==> src/rtl/y86_pkg.sv <==
// y86_pkg: shared Y86-64 constants for the PC / return-address-stack block.
//   icode values (I_*) and status codes (STAT_*), plus a small decode helper.
package y86_pkg;

    localparam logic [3:0] I_HALT   = 4'h0;
    localparam logic [3:0] I_NOP    = 4'h1;
    localparam logic [3:0] I_RRMOVQ = 4'h2;
    localparam logic [3:0] I_IRMOVQ = 4'h3;
    localparam logic [3:0] I_RMMOVQ = 4'h4;
    localparam logic [3:0] I_MRMOVQ = 4'h5;
    localparam logic [3:0] I_OPQ    = 4'h6;
    localparam logic [3:0] I_JXX    = 4'h7;
    localparam logic [3:0] I_CALL   = 4'h8;
    localparam logic [3:0] I_RET    = 4'h9;
    localparam logic [3:0] I_PUSHQ  = 4'hA;
    localparam logic [3:0] I_POPQ   = 4'hB;

    localparam logic [2:0] STAT_AOK = 3'd1;
    localparam logic [2:0] STAT_HLT = 3'd2;
    localparam logic [2:0] STAT_ADR = 3'd3;
    localparam logic [2:0] STAT_INS = 3'd4;

    // icodes C..F are not part of the instruction set
    function automatic logic is_bad_icode(input logic [3:0] ic);
        return ic[3] & ic[2];
    endfunction

endpackage

==> src/rtl/ras_stack.sv <==
// ras_stack: circular return-address stack.
//   clk, rst_n   : clock, synchronous active-low reset (pointer/count only)
//   push, pop    : one-cycle strobes; push wins if both are asserted
//   push_data    : return address written on push
//   top          : most recent entry, 0 when empty (combinational)
//   count        : number of valid entries, saturates at DEPTH
//   overflow     : registered pulse, a push overwrote the oldest entry
module ras_stack
    import y86_pkg::*;
#(
    parameter int W     = 64,
    parameter int DEPTH = 8
) (
    input  logic                      clk,
    input  logic                      rst_n,
    input  logic                      push,
    input  logic                      pop,
    input  logic [W-1:0]              push_data,
    output logic [W-1:0]              top,
    output logic [$clog2(DEPTH):0]    count,
    output logic                      overflow
);

    localparam int PW = $clog2(DEPTH);
    localparam int CW = PW + 1;

    logic [W-1:0]  mem [DEPTH];
    logic [PW-1:0] wp;
    logic [PW-1:0] wp_m1;
    logic          full;
    logic          empty;

    assign wp_m1 = wp - PW'(1);
    assign full  = (count == CW'(DEPTH));
    assign empty = (count == '0);
    assign top   = empty ? '0 : mem[wp_m1];

    // Entries carry no reset; count gates their visibility.
    always_ff @(posedge clk) begin
        if (rst_n && push)
            mem[wp] <= push_data;
    end

    always_ff @(posedge clk) begin
        if (!rst_n) begin
            wp       <= '0;
            count    <= '0;
            overflow <= 1'b0;
        end else begin
            overflow <= 1'b0;
            if (push) begin
                wp <= wp + PW'(1);
                if (full)
                    overflow <= 1'b1;
                else
                    count <= count + CW'(1);
            end else if (pop && !empty) begin
                // popping an empty stack is tolerated and changes nothing
                wp    <= wp_m1;
                count <= count - CW'(1);
            end
        end
    end

endmodule

==> src/rtl/pc_ras_unit.sv <==
// pc_ras_unit: Y86-64 next-PC register with return-address-stack checking.
//   Inputs : clk, rst_n (sync, active low), stall, icode, cnd, val_m, val_c,
//            val_p, stat
//   Outputs: pc, halted (sticky), bad_icode / ret_valid / ret_hit /
//            ras_overflow (one-cycle pulses), ras_top, ras_count,
//            ret_total / ret_hits (perf counters)
//   Build option: define RAS_PERF_EN to build the ret/ret-hit counters;
//   otherwise both counter ports read 0.
module pc_ras_unit
    import y86_pkg::*;
#(
    parameter int                ADDR_W    = 64,
    parameter int                RAS_DEPTH = 8,
    parameter logic [ADDR_W-1:0] RESET_PC  = '0
) (
    input  logic                         clk,
    input  logic                         rst_n,
    input  logic                         stall,
    input  logic [3:0]                   icode,
    input  logic                         cnd,
    input  logic [ADDR_W-1:0]            val_m,
    input  logic [ADDR_W-1:0]            val_c,
    input  logic [ADDR_W-1:0]            val_p,
    input  logic [2:0]                   stat,
    output logic [ADDR_W-1:0]            pc,
    output logic                         halted,
    output logic                         bad_icode,
    output logic [ADDR_W-1:0]            ras_top,
    output logic [$clog2(RAS_DEPTH):0]   ras_count,
    output logic                         ret_valid,
    output logic                         ret_hit,
    output logic                         ras_overflow,
    output logic [31:0]                  ret_total,
    output logic [31:0]                  ret_hits
);

    logic              upd;
    logic              do_call;
    logic              do_ret;
    logic              hit_now;
    logic [ADDR_W-1:0] pc_nxt;

    // A non-AOK status freezes the block just like a stall.
    assign upd     = rst_n & ~stall & (stat == STAT_AOK) & ~halted;
    assign do_call = upd & (icode == I_CALL);
    assign do_ret  = upd & (icode == I_RET);
    // The empty-stack top reads 0, so the hit must also require an entry.
    assign hit_now = do_ret & (ras_count != '0) & (ras_top == val_m);

    always_comb begin
        pc_nxt = pc;
        unique case (icode)
            I_JXX:   pc_nxt = cnd ? val_c : val_p;
            I_CALL:  pc_nxt = val_c;
            I_RET:   pc_nxt = val_m;
            4'hC, 4'hD, 4'hE, 4'hF: pc_nxt = pc;
            default: pc_nxt = val_p;
        endcase
    end

    always_ff @(posedge clk) begin
        if (!rst_n) begin
            pc        <= RESET_PC;
            halted    <= 1'b0;
            bad_icode <= 1'b0;
            ret_valid <= 1'b0;
            ret_hit   <= 1'b0;
        end else begin
            bad_icode <= 1'b0;
            ret_valid <= 1'b0;
            ret_hit   <= 1'b0;
            if (upd) begin
                pc        <= pc_nxt;
                halted    <= (icode == I_HALT);
                bad_icode <= is_bad_icode(icode);
                ret_valid <= do_ret;
                ret_hit   <= hit_now;
            end
        end
    end

    ras_stack #(
        .W     (ADDR_W),
        .DEPTH (RAS_DEPTH)
    ) u_ras (
        .clk       (clk),
        .rst_n     (rst_n),
        .push      (do_call),
        .pop       (do_ret),
        .push_data (val_p),
        .top       (ras_top),
        .count     (ras_count),
        .overflow  (ras_overflow)
    );

`ifdef RAS_PERF_EN
    always_ff @(posedge clk) begin
        if (!rst_n) begin
            ret_total <= '0;
            ret_hits  <= '0;
        end else begin
            if (do_ret)
                ret_total <= ret_total + 32'd1;
            if (hit_now)
                ret_hits <= ret_hits + 32'd1;
        end
    end
`else
    assign ret_total = '0;
    assign ret_hits  = '0;
`endif

endmodule

==> config.mk <==
export PLATFORM = sky130hd
export DESIGN_NAME = pc_ras_unit
export DESIGN_NICKNAME = d
export VERILOG_FILES = /design/src/rtl/y86_pkg.sv /design/src/rtl/ras_stack.sv /design/src/rtl/pc_ras_unit.sv
export SDC_FILE = /design/constraint.sdc
export NUM_CORES = 1
export LEC_CHECK = 0
export ABC_CLOCK_PERIOD_IN_PS = 9000
export CORE_MARGIN = 4
export CORE_UTILIZATION = 48
export CTS_BUF_LIST = sky130_fd_sc_hd__clkbuf_4 sky130_fd_sc_hd__clkbuf_8
export DETAILED_ROUTE_END_ITERATION = 10
export PLACE_DENSITY = 0.84
export SLEW_MARGIN = 0
export SYNTH_ARGS = -nofsm -noshare
export SYNTH_HDL_FRONTEND = slang
export SYNTH_HIERARCHICAL = 1
export SYNTH_SLANG_ARGS = --single-unit
==> constraint.sdc <==
create_clock -name clk -period 9 [get_ports clk]
set_clock_uncertainty 0.15 [all_clocks]
set_input_delay 1.35 -clock clk [delete_from_list [all_inputs] [get_ports clk]]
set_output_delay 1.35 -clock clk [all_outputs]
set_load 0.05 [all_outputs]
==> results.yml, run 1 <==
clock_network:
  hold_buffers: 0
  htree_levels: 3
  ctsLongestPathBuffers: 3
  cts_tree: "yes"
  clock_latency_ns: 0.66
  cts_buffers: 91
  path_clk_slew_ns: 0.06
  cts_resized: 0
  cts_sinks: 588
  ctsRootBufferMaster: "clkbuf_8"
  cts_setup_buffers: 0
floorplanning:
  die_x_um: 233
  die-area_um2: 54300
  core_area_um2: 50100
  die_height_um: 233
  pin_count: 404
  start_util_pct: 48.6
  placement_rows: 82
finish:
  layout_common_cells: "512 x edfxtp_1, 338 x clkdlybuf4s50_1, 135 x nand2_1, 132 x a21oi_1, 129 x mux4_2"
  drive_above_1_share_pct: 17.1
  syn_to_final_growth_pct: 23.3
  final_common_cell: "edfxtp_1"
  final_nets: 2049
  n_fill_cell: 3651
synth:
  yosysTopAreaCellShare_pct: 63.2
  synth_top_area_cell: "edfxtp_1"
  synth.area.top_cells: "edfxtp_1 63%, mux4_2 12%, dfxtp_1 6.3%"
  async_flop_share_pct: 0
  synthCells: 1481
  yosysWarnings: 6
  synth_edf_count: 512
  yosysSeqAreaShare_pct: 69.5
  ys.flop_type: "edfxtp_1"
  syn_avg_cell_area_um2: 16.4
  synthesis.area_um2: 24300
  ys_types: 47
  synth-seq-cells: 588
place:
  dp.final_hpwl_um: 45500
  place_congestion: 0.815
  port_buffers: 339
power_and_ir_drop:
  p_per_area_nw_per_um2: 186
  p_switching_uw: 1190
  swShare_pct: 21.5
  ir_drop_v: 0.000124
  leakage_uw: 0.00962
  power_uw: 5560
  pwr-share-clk_pct: 40.8
  seq_power_share_pct: 53.4
  pwr-share-comb_pct: 5.8
  p_int_uw: 4370
critical_path:
  end_kind: "output port"
  critical-path-slowest-cell: "ha_4"
  crit_chain: "inv_1, ha_4, buf_4, mux4_2, nand2_1, a21oi_1, clkdlybuf4s50_1"
  crit_fanout: 66
  reg2reg_to: "ret_hit"
  arrival_ns: 5.27
  path_class: "reg2out"
  reg2reg_setup_slack_ns: 3.55
  reg2reg_depth: 10
  critPathLaunchType: "flop"
  worstPathRequired_ns: 7.50
  r2r-start: "u_ras/wp[0]"
  slowest_delay_ns: 0.94
drt:
  firstDrtPassIters: 5
  routed_wl_um: 66700
  detail-route-antenna-nets: 0
  vias: 14800
  drc: 0
  first_iter_violations: 1360
  avgRoutedWirePerCell_um: 25.8
  routed_via_density: 5.73
flow_run:
  maxCapViolCount: 0
timing:
  max_freq_mhz: 148
  hold_viol: 0
  relSlewSlack_pct: 26.8
  maxSlewViolCount: 0
  setup_viol: 0
  rsz0062_at_grt: "false"
  tightest_slew_ns: 1.10
  min_period_over_period_pct: 75.3
  fin_crit_ns: 6.77
  fin_tns_setup_ns: 0
grt:
  grt_usage_pct: 24.2
  grt_max_degree: 73
  grt_pass1_vias: 14900
  antenna_found_initial: 4
  grt_pass1_wl_um: 95800
  grt_overflow: 0
hold_path:
  hold_start: "pc[58]"
  min_path_cells: 2
  min_path_type: "reg2reg"
  hold_end: "pc[58]"
outcome:
  run_status: "completed"
-- per-layer routing --
layer	global-route usage, %	part of all wire [%]	up-vias	wire [um]
li1	-	-	6408	-
met1	31.0	37	7425	24800
met2	39.0	48	853	32100
met3	8.21	11	119	7590
met4	8.27	3.3	2	2220
met5	0	0.018	-	12
-- state kept, by name, summed over array words and instances, names as in the netlist --
name	count
ret_valid	1
u_ras/count	4
u_ras/mem	512
halted	1
u_ras/wp	3
u_ras/overflow	1
pc	64
bad_icode	1
ret_hit	1
-- metrics by stage --
step	util [%]	hold WS [ns]	std cells	area, um^2	setup WS (ns)
final	59.9	0.306	2586	30000	2.23
after global routing	59.8	0.330	2585	30000	1.86
after CTS	59.8	0.310	2584	30000	2.08
after detailed placement	56.1	0.301	2420	28100	2.80
after global placement	56.1	0.295	2420	28100	2.84
after floorplan	-	0.345	1544	24500	1.47
-- how the worst max path moves through the flow --
stage / endpoint / slack [ns] / from
3_3_place_gp: ras_top[60] / 2.84 / u_ras/wp[0]
6_report: ras_top[41] / 2.23 / u_ras/wp[0]
4_1_cts: ras_top[53] / 2.08 / u_ras/wp[0]
5_1_grt: ras_top[53] / 1.86 / u_ras/wp[0]
2_1_floorplan: u_ras/mem[2][0] / 1.47 / stall
3_5_place_dp: u_ras/mem[3][8] / 2.80 / rst_n
-- area by class of cell --
cell class | count | area, um^2 | area share (%)
diodes | 2 | 5.00 | 0.0167
clock buffers | 137 | 1650 | 5.50
clock inverters | 27 | 234 | 0.781
inverters | 4 | 15.0 | 0.0501
multi-input cells | 796 | 6780 | 22.6
flip-flops and latches | 588 | 16900 | 56.4
well taps | 672 | 841 | 2.81
repair buffers | 360 | 3550 | 11.8
-- power by group through the flow --
stage	clock, uW	sequential, uW	combinational [uW]
6_report	2270	2970	325
5_1_grt	2450	2970	343
4_1_cts	2310	2970	325
3_5_place_dp	0	3030	324
3_3_place_gp	0	3030	318
2_1_floorplan	0	3050	141
-- critical path: cells and delay by family (launching register included) --
family                     cells  cell delay [ns]
muxes                          1             0.36
adders and majority gates      1             0.94
AOI/OAI and AO/OA              1             0.35
and+or+nand+nor                1             0.06
DFF                            1             0.81
buffers and inverters          3             1.97
-- synth_stat cells (all sizes together) (4+ instances only) --
cell and instances:
mux4 129, a21oi 132, nand2b 6, ha 4
edfxtp 512, nand4 12, xor2 25, xnor2 45
a22o 64, clkbuf 36, nor3 5, dfxtp 76
nand3 69, nand2 135, buf 120, nor4 11
o21ai 65, nor2 11, inv 4
-- cells by family (layout without fill, tap and decap cells) --
family	count (synthesis)	in the layout	synth area share, %
XOR/XNOR	70	70	2.55
AND/OR/NAND/NOR	259	259	4.94
adder cells (fa/ha/maj)	5	5	0.288
other	1	66	0.0154
AO/OA/AOI/OAI	269	269	6.64
buffers and inverters	160	528	4.11
multiplexers	129	129	11.9
flip-flops	588	588	69.5
Note: power is estimated with default switching activity, not from simulation.
==> run 2: changes to the inputs <==
--- a/config.mk
+++ b/config.mk
@@ -5,7 +5,7 @@
 export SDC_FILE = /design/constraint.sdc
 export NUM_CORES = 1
 export LEC_CHECK = 0
-export ABC_CLOCK_PERIOD_IN_PS = 9000
+export ABC_CLOCK_PERIOD_IN_PS = 6560
 export CORE_MARGIN = 4
 export CORE_UTILIZATION = 48
 export CTS_BUF_LIST = sky130_fd_sc_hd__clkbuf_4 sky130_fd_sc_hd__clkbuf_8
==> constraint.sdc (replaced) <==
create_clock -name clk -period 6.56 [get_ports clk]
set_clock_uncertainty 0.15 [all_clocks]
set_input_delay 0.984 -clock clk [delete_from_list [all_inputs] [get_ports clk]]
set_output_delay 0.984 -clock clk [all_outputs]
set_load 0.05 [all_outputs]
==> run 2 against run 1 <==
Net effect:
- critical path depth is 1 higher
- first-iteration DRC count is 16% higher
- total power grew 37%
- routed wire length increased by 2.7%
- register-to-register slack got worse by 1.2 ns
- non-clock buffer count up 6
- worst hold slack barely moved
- global-route usage grew 0.84 points
- sequential share of layout area down 0.28 points
- critical path type unchanged
- largest cell class unchanged
- highest routed layer unchanged
==> results.yml, run 2 (synthesis results as in run 1) <==
drt:
  first_iter_violations: 1576
  routed_wl_um: 68600
  routed_via_density: 5.78
  detail-route-antenna-nets: 0
  vias: 15000
  avgRoutedWirePerCell_um: 26.3
  firstDrtPassIters: 5
  drc: 0
timing:
  hold_viol: 0
  holdWs_ns: 0.306
  fin_tns_setup_ns: 0
  min_period_over_period_pct: 81.9
  maxSlewViolCount: 0
  fin_crit_ns: 5.37
  tightest_slew_ns: 1.20
  setup_viol: 0
  relSlewSlack_pct: 20.2
  rsz0062_at_grt: "false"
  max_freq_mhz: 186
finish:
  layout_common_cells: "512 x edfxtp_1, 338 x clkdlybuf4s50_1, 135 x nand2_1, 132 x a21oi_1, 129 x mux4_2"
  final_core_util_pct: 60.2
  final_cell_area_um2: 30100
  final_common_cell: "edfxtp_1"
  largest_reg_flops: 512
  n_fill_cell: 3649
  drive_above_1_share_pct: 17.4
  largestRegisters: "u_ras/mem x512, pc x64, u_ras/count x4"
  syn_to_final_growth_pct: 23.9
  top_register: "u_ras/mem"
  finalNonFillerCells: 2602
  final_nets: 2058
clock_network:
  htree_levels: 3
  hold_buffers: 0
  cts_tree: "yes"
  cts_setup_buffers: 0
  cts_resized: 0
  cts_sinks: 588
  ctsRootBufferMaster: "clkbuf_8"
  ctsLongestPathBuffers: 3
  cts_buffers: 94
  path_clk_slew_ns: 0.06
  clock_latency_ns: 0.67
floorplanning:
  start_util_pct: 48.6
  die-area_um2: 54300
  pin_count: 404
  die_x_um: 233
  die_height_um: 233
  core_area_um2: 50100
  placement_rows: 82
critical_path:
  reg2reg_depth: 11
  crit_chain: "inv_1, ha_4, buf_12, buf_4, mux4_2, nand2_1, a21oi_1, clkdlybuf4s50_1"
  slowest_delay_ns: 0.92
  reg2reg_to: "ret_hit"
  arrival_ns: 4.24
  startpoint: "u_ras/wp[0]"
  endpoint: "ras_top[45]"
  worstPathRequired_ns: 5.43
  path_class: "reg2out"
  critPathLaunchType: "flop"
  end_kind: "output port"
  r2r-start: "u_ras/wp[0]"
  crit_fanout: 65
  critical-path-slowest-cell: "ha_4"
  reg2reg_setup_slack_ns: 2.33
place:
  dp.cells: 2426
  place_congestion: 0.813
  dpl_cell_area_um2: 28200
  port_buffers: 339
  dp.final_hpwl_um: 44200
grt:
  grt_usage_pct: 25.0
  antenna_found_initial: 7
  grt_max_degree: 82
  grt_overflow: 0
  grt_pass1_wl_um: 98600
  grt_pass1_vias: 15400
hold_path:
  hold_start: "pc[52]"
  min_path_type: "reg2reg"
power_and_ir_drop:
  leakage_uw: 0.00967
  p_per_area_nw_per_um2: 252
  ir_drop_v: 0.000156
outcome:
  run_status: "completed"
flow_run:
  maxCapViolCount: 0
-- run 2: stage by stage --
stage	setup slack [ns]	power, uW
4_1_cts	1.14	7670
5_1_grt	1.05	7870
6_report	1.19	7600
3_5_place_dp	1.91	4590
3_3_place_gp	1.98	4580
2_1_floorplan	1.11	4370
-- run 2: where the power goes --
group / leakage, uW / total, uW / switching, uW / internal [uW]
combinational: 0.00345 / 443 / 281 / 162
sequential: 0.00521 / 4070 / 4.70 / 4070
clock: 0.000998 / 3080 / 1400 / 1680
-- run 2: cell type report --
class | count | area, um^2 | area share (%)
Tap cell | 672 | 841 | 2.79
Sequential cell | 588 | 16900 | 56.1
Antenna cell | 2 | 5.00 | 0.0166
Clock buffer | 141 | 1680 | 5.57
Inverter | 4 | 15.0 | 0.0499
Clock inverter | 33 | 205 | 0.681
Timing Repair Buffer | 366 | 3680 | 12.2
Multi-Input combinational cell | 796 | 6790 | 22.6
-- run 2: worst min path at each step --
stage / to / slack, ns / cells after the start
CTS: pc[52] / 0.31 / 2
finish: pc[52] / 0.31 / 2
global placement: pc[52] / 0.29 / 2
global route: pc[43] / 0.33 / 2
floorplan: u_ras/wp[1] / 0.35 / 2
detailed placement: pc[52] / 0.30 / 2
-- run 2: critical path, delay by kind of cell (launching register included) --
family,cells,cell delay (ns)
AOI/OAI and AO/OA,1,0.32
and+or+nand+nor,1,0.06
DFF,1,0.40
buffers and inverters,4,1.61
adders and majority gates,1,0.92
muxes,1,0.22
-- run 2: layer usage --
metal / global-route usage [%] / share of wire, % / up-vias
li1: - / - / 6446
met1: 33.1 / 39 / 7581
met2: 39.3 / 47 / 891
met3: 8.40 / 12 / 118
met4: 8.61 / 2.6 / 8
met5: 0 / 0.066 / -
==> run 3: changes to the inputs <==
--- a/config.mk
+++ b/config.mk
@@ -5,7 +5,7 @@
 export SDC_FILE = /design/constraint.sdc
 export NUM_CORES = 1
 export LEC_CHECK = 0
-export ABC_CLOCK_PERIOD_IN_PS = 6560
+export ABC_CLOCK_PERIOD_IN_PS = 5600
 export CORE_MARGIN = 4
 export CORE_UTILIZATION = 48
 export CTS_BUF_LIST = sky130_fd_sc_hd__clkbuf_4 sky130_fd_sc_hd__clkbuf_8
==> constraint.sdc (replaced) <==
create_clock -name clk -period 5.6 [get_ports clk]
set_clock_uncertainty 0.15 [all_clocks]
set_input_delay 0.84 -clock clk [delete_from_list [all_inputs] [get_ports clk]]
set_output_delay 0.84 -clock clk [all_outputs]
set_load 0.05 [all_outputs]
==> run 3 against run 2 <==
Net effect:
- first-iteration DRC count down 5.5%
- combinational power up 18%
- clock-buffer cell count up 1
- sequential share of layout area down 0.10 points
- design area up 0.19%
- critical path depth down 1
- via count up 1.4%
- worst setup slack worse by 0.47 ns
- global-route usage about the same
- critical path type unchanged
- largest cell class unchanged
- highest routed layer unchanged
==> results.yml, run 3 (synthesis results as in run 1) <==
outcome:
  run_status: "completed"
finish:
  largest_reg_flops: 512
  final_common_cell: "edfxtp_1"
  drive_above_1_share_pct: 17.5
  syn_to_final_growth_pct: 24.1
  top_register: "u_ras/mem"
  layout_common_cells: "512 x edfxtp_1, 338 x clkdlybuf4s50_1, 135 x nand2_1, 132 x a21oi_1, 129 x mux4_2"
  final_nets: 2062
  final_core_util_pct: 60.3
  largestRegisters: "u_ras/mem x512, pc x64, u_ras/count x4"
power_and_ir_drop:
  p_per_area_nw_per_um2: 296
  power_uw: 8930
  leakage_uw: 0.00972
  ir_drop_v: 0.000176
drt:
  detail-route-antenna-nets: 0
  routed_via_density: 5.85
  vias: 15300
  first_iter_violations: 1490
  firstDrtPassIters: 7
  drc: 0
  avgRoutedWirePerCell_um: 26.5
  routed_wl_um: 69200
timing:
  tightest_slew_ns: 1.13
  relSlewSlack_pct: 25.0
  fin_tns_setup_ns: 0
  hold_viol: 0
  fin_crit_ns: 4.88
  setup_viol: 0
  maxSlewViolCount: 0
  rsz0062_at_grt: "false"
  holdWs_ns: 0.308
  max_freq_mhz: 205
  min_period_over_period_pct: 87.1
grt:
  grt_pass1_wl_um: 99000
  grt_usage_pct: 25.1
  antenna_found_initial: 7
  grt_max_degree: 89
  grt_pass1_vias: 15500
  grt_overflow: 0
clock_network:
  ctsRootBufferMaster: "clkbuf_8"
  hold_buffers: 0
  cts_tree: "yes"
  clock_latency_ns: 0.69
  cts_sinks: 588
  cts_resized: 0
  path_clk_slew_ns: 0.06
  ctsLongestPathBuffers: 3
  htree_levels: 3
  cts_buffers: 94
  cts_setup_buffers: 0
critical_path:
  critical-path-slowest-cell: "clkdlybuf4s50_1"
  worstPathRequired_ns: 4.61
  arrival_ns: 3.89
  cp_top_family: "buffers and inverters"
  path_buf_inv: 3
  path_class: "reg2out"
  crit_fanout: 40
  critPathLaunchType: "flop"
  end_kind: "output port"
  slowest_delay_ns: 0.93
  crit_chain: "inv_1, ha_4, buf_12, mux4_2, nand2_1, a21oi_1, clkdlybuf4s50_1"
hold_path:
  min_path_type: "reg2reg"
floorplanning:
  die_x_um: 233
  die-area_um2: 54300
  start_util_pct: 48.6
  pin_count: 404
  die_height_um: 233
  core_area_um2: 50100
  placement_rows: 82
place:
  dp.final_hpwl_um: 44300
  port_buffers: 339
  place_congestion: 0.812
flow_run:
  maxCapViolCount: 0
## run 3: cell types whose count changed in the layout (fill, tap and decap cells not counted)
cell and delta:
diode_2 +1, bufinv_16 -1, clkinvlp_4 -3, clkbuf_8 +5, buf_12 +1, clkinv_4 -1, clkbuf_4 -4, clkinv_1 +4
buf_4 +3, inv_6 +1, clkinv_2 +2
## run 3: area by class of cell
type | count | area (um^2)
inverters | 4 | 15.0
flip-flops and latches | 588 | 16900
repair buffers | 370 | 3720
clock inverters | 35 | 178
well taps | 672 | 841
multi-input cells | 796 | 6790
diodes | 3 | 7.51
fillers | 3616 | 19900
clock buffers | 142 | 1720
## run 3: final timing paths
check	to	startpoint	cells after the start	slack (ns)
max	ras_top[2]	u_ras/wp[1]	7	0.72
min	pc[35]	pc[35]	2	0.31
max reg2reg	ret_hit	u_ras/wp[1]	11	1.40
min reg2reg	pc[35]	pc[35]	2	0.31
## run 3: worst reg2reg max path: stages (launching register included)
cell	delay (ns)
dfxtp_1	0.39
inv_1	0.11
ha_4	0.65
buf_12	0.32
mux4_2	0.40
nand2_1	0.09
a21oi_1	0.10
xnor2_1	0.71
o41ai_1	0.35
nor4_1	0.33
nand4_1	0.25
nor4_2	0.27
## run 3: where the power goes
| group | leakage [uW] | switching (uW) | internal [uW] |
|---|---|---|---|
| Combinational | 0.00349 | 331 | 190 |
| Clock | 0.00102 | 1670 | 1970 |
| Sequential | 0.00521 | 5.27 | 4770 |
## run 3: through the flow
step,instances,cell area [um^2],setup WS [ns]
global route,2608,30200,0.604
floorplan,1544,24600,0.293
global placement,2430,28300,1.48
detailed placement,2430,28300,1.47
finish,2610,30200,0.722
CTS,2607,30200,0.682
## run 3: routing by layer
layer,track usage [%],part of all wire [%],wire [um]
met1,31.6,36,25200
met2,39.9,48,32900
met3,8.76,12,8420
met4,10.8,3.8,2630
met5,0,0.10,70
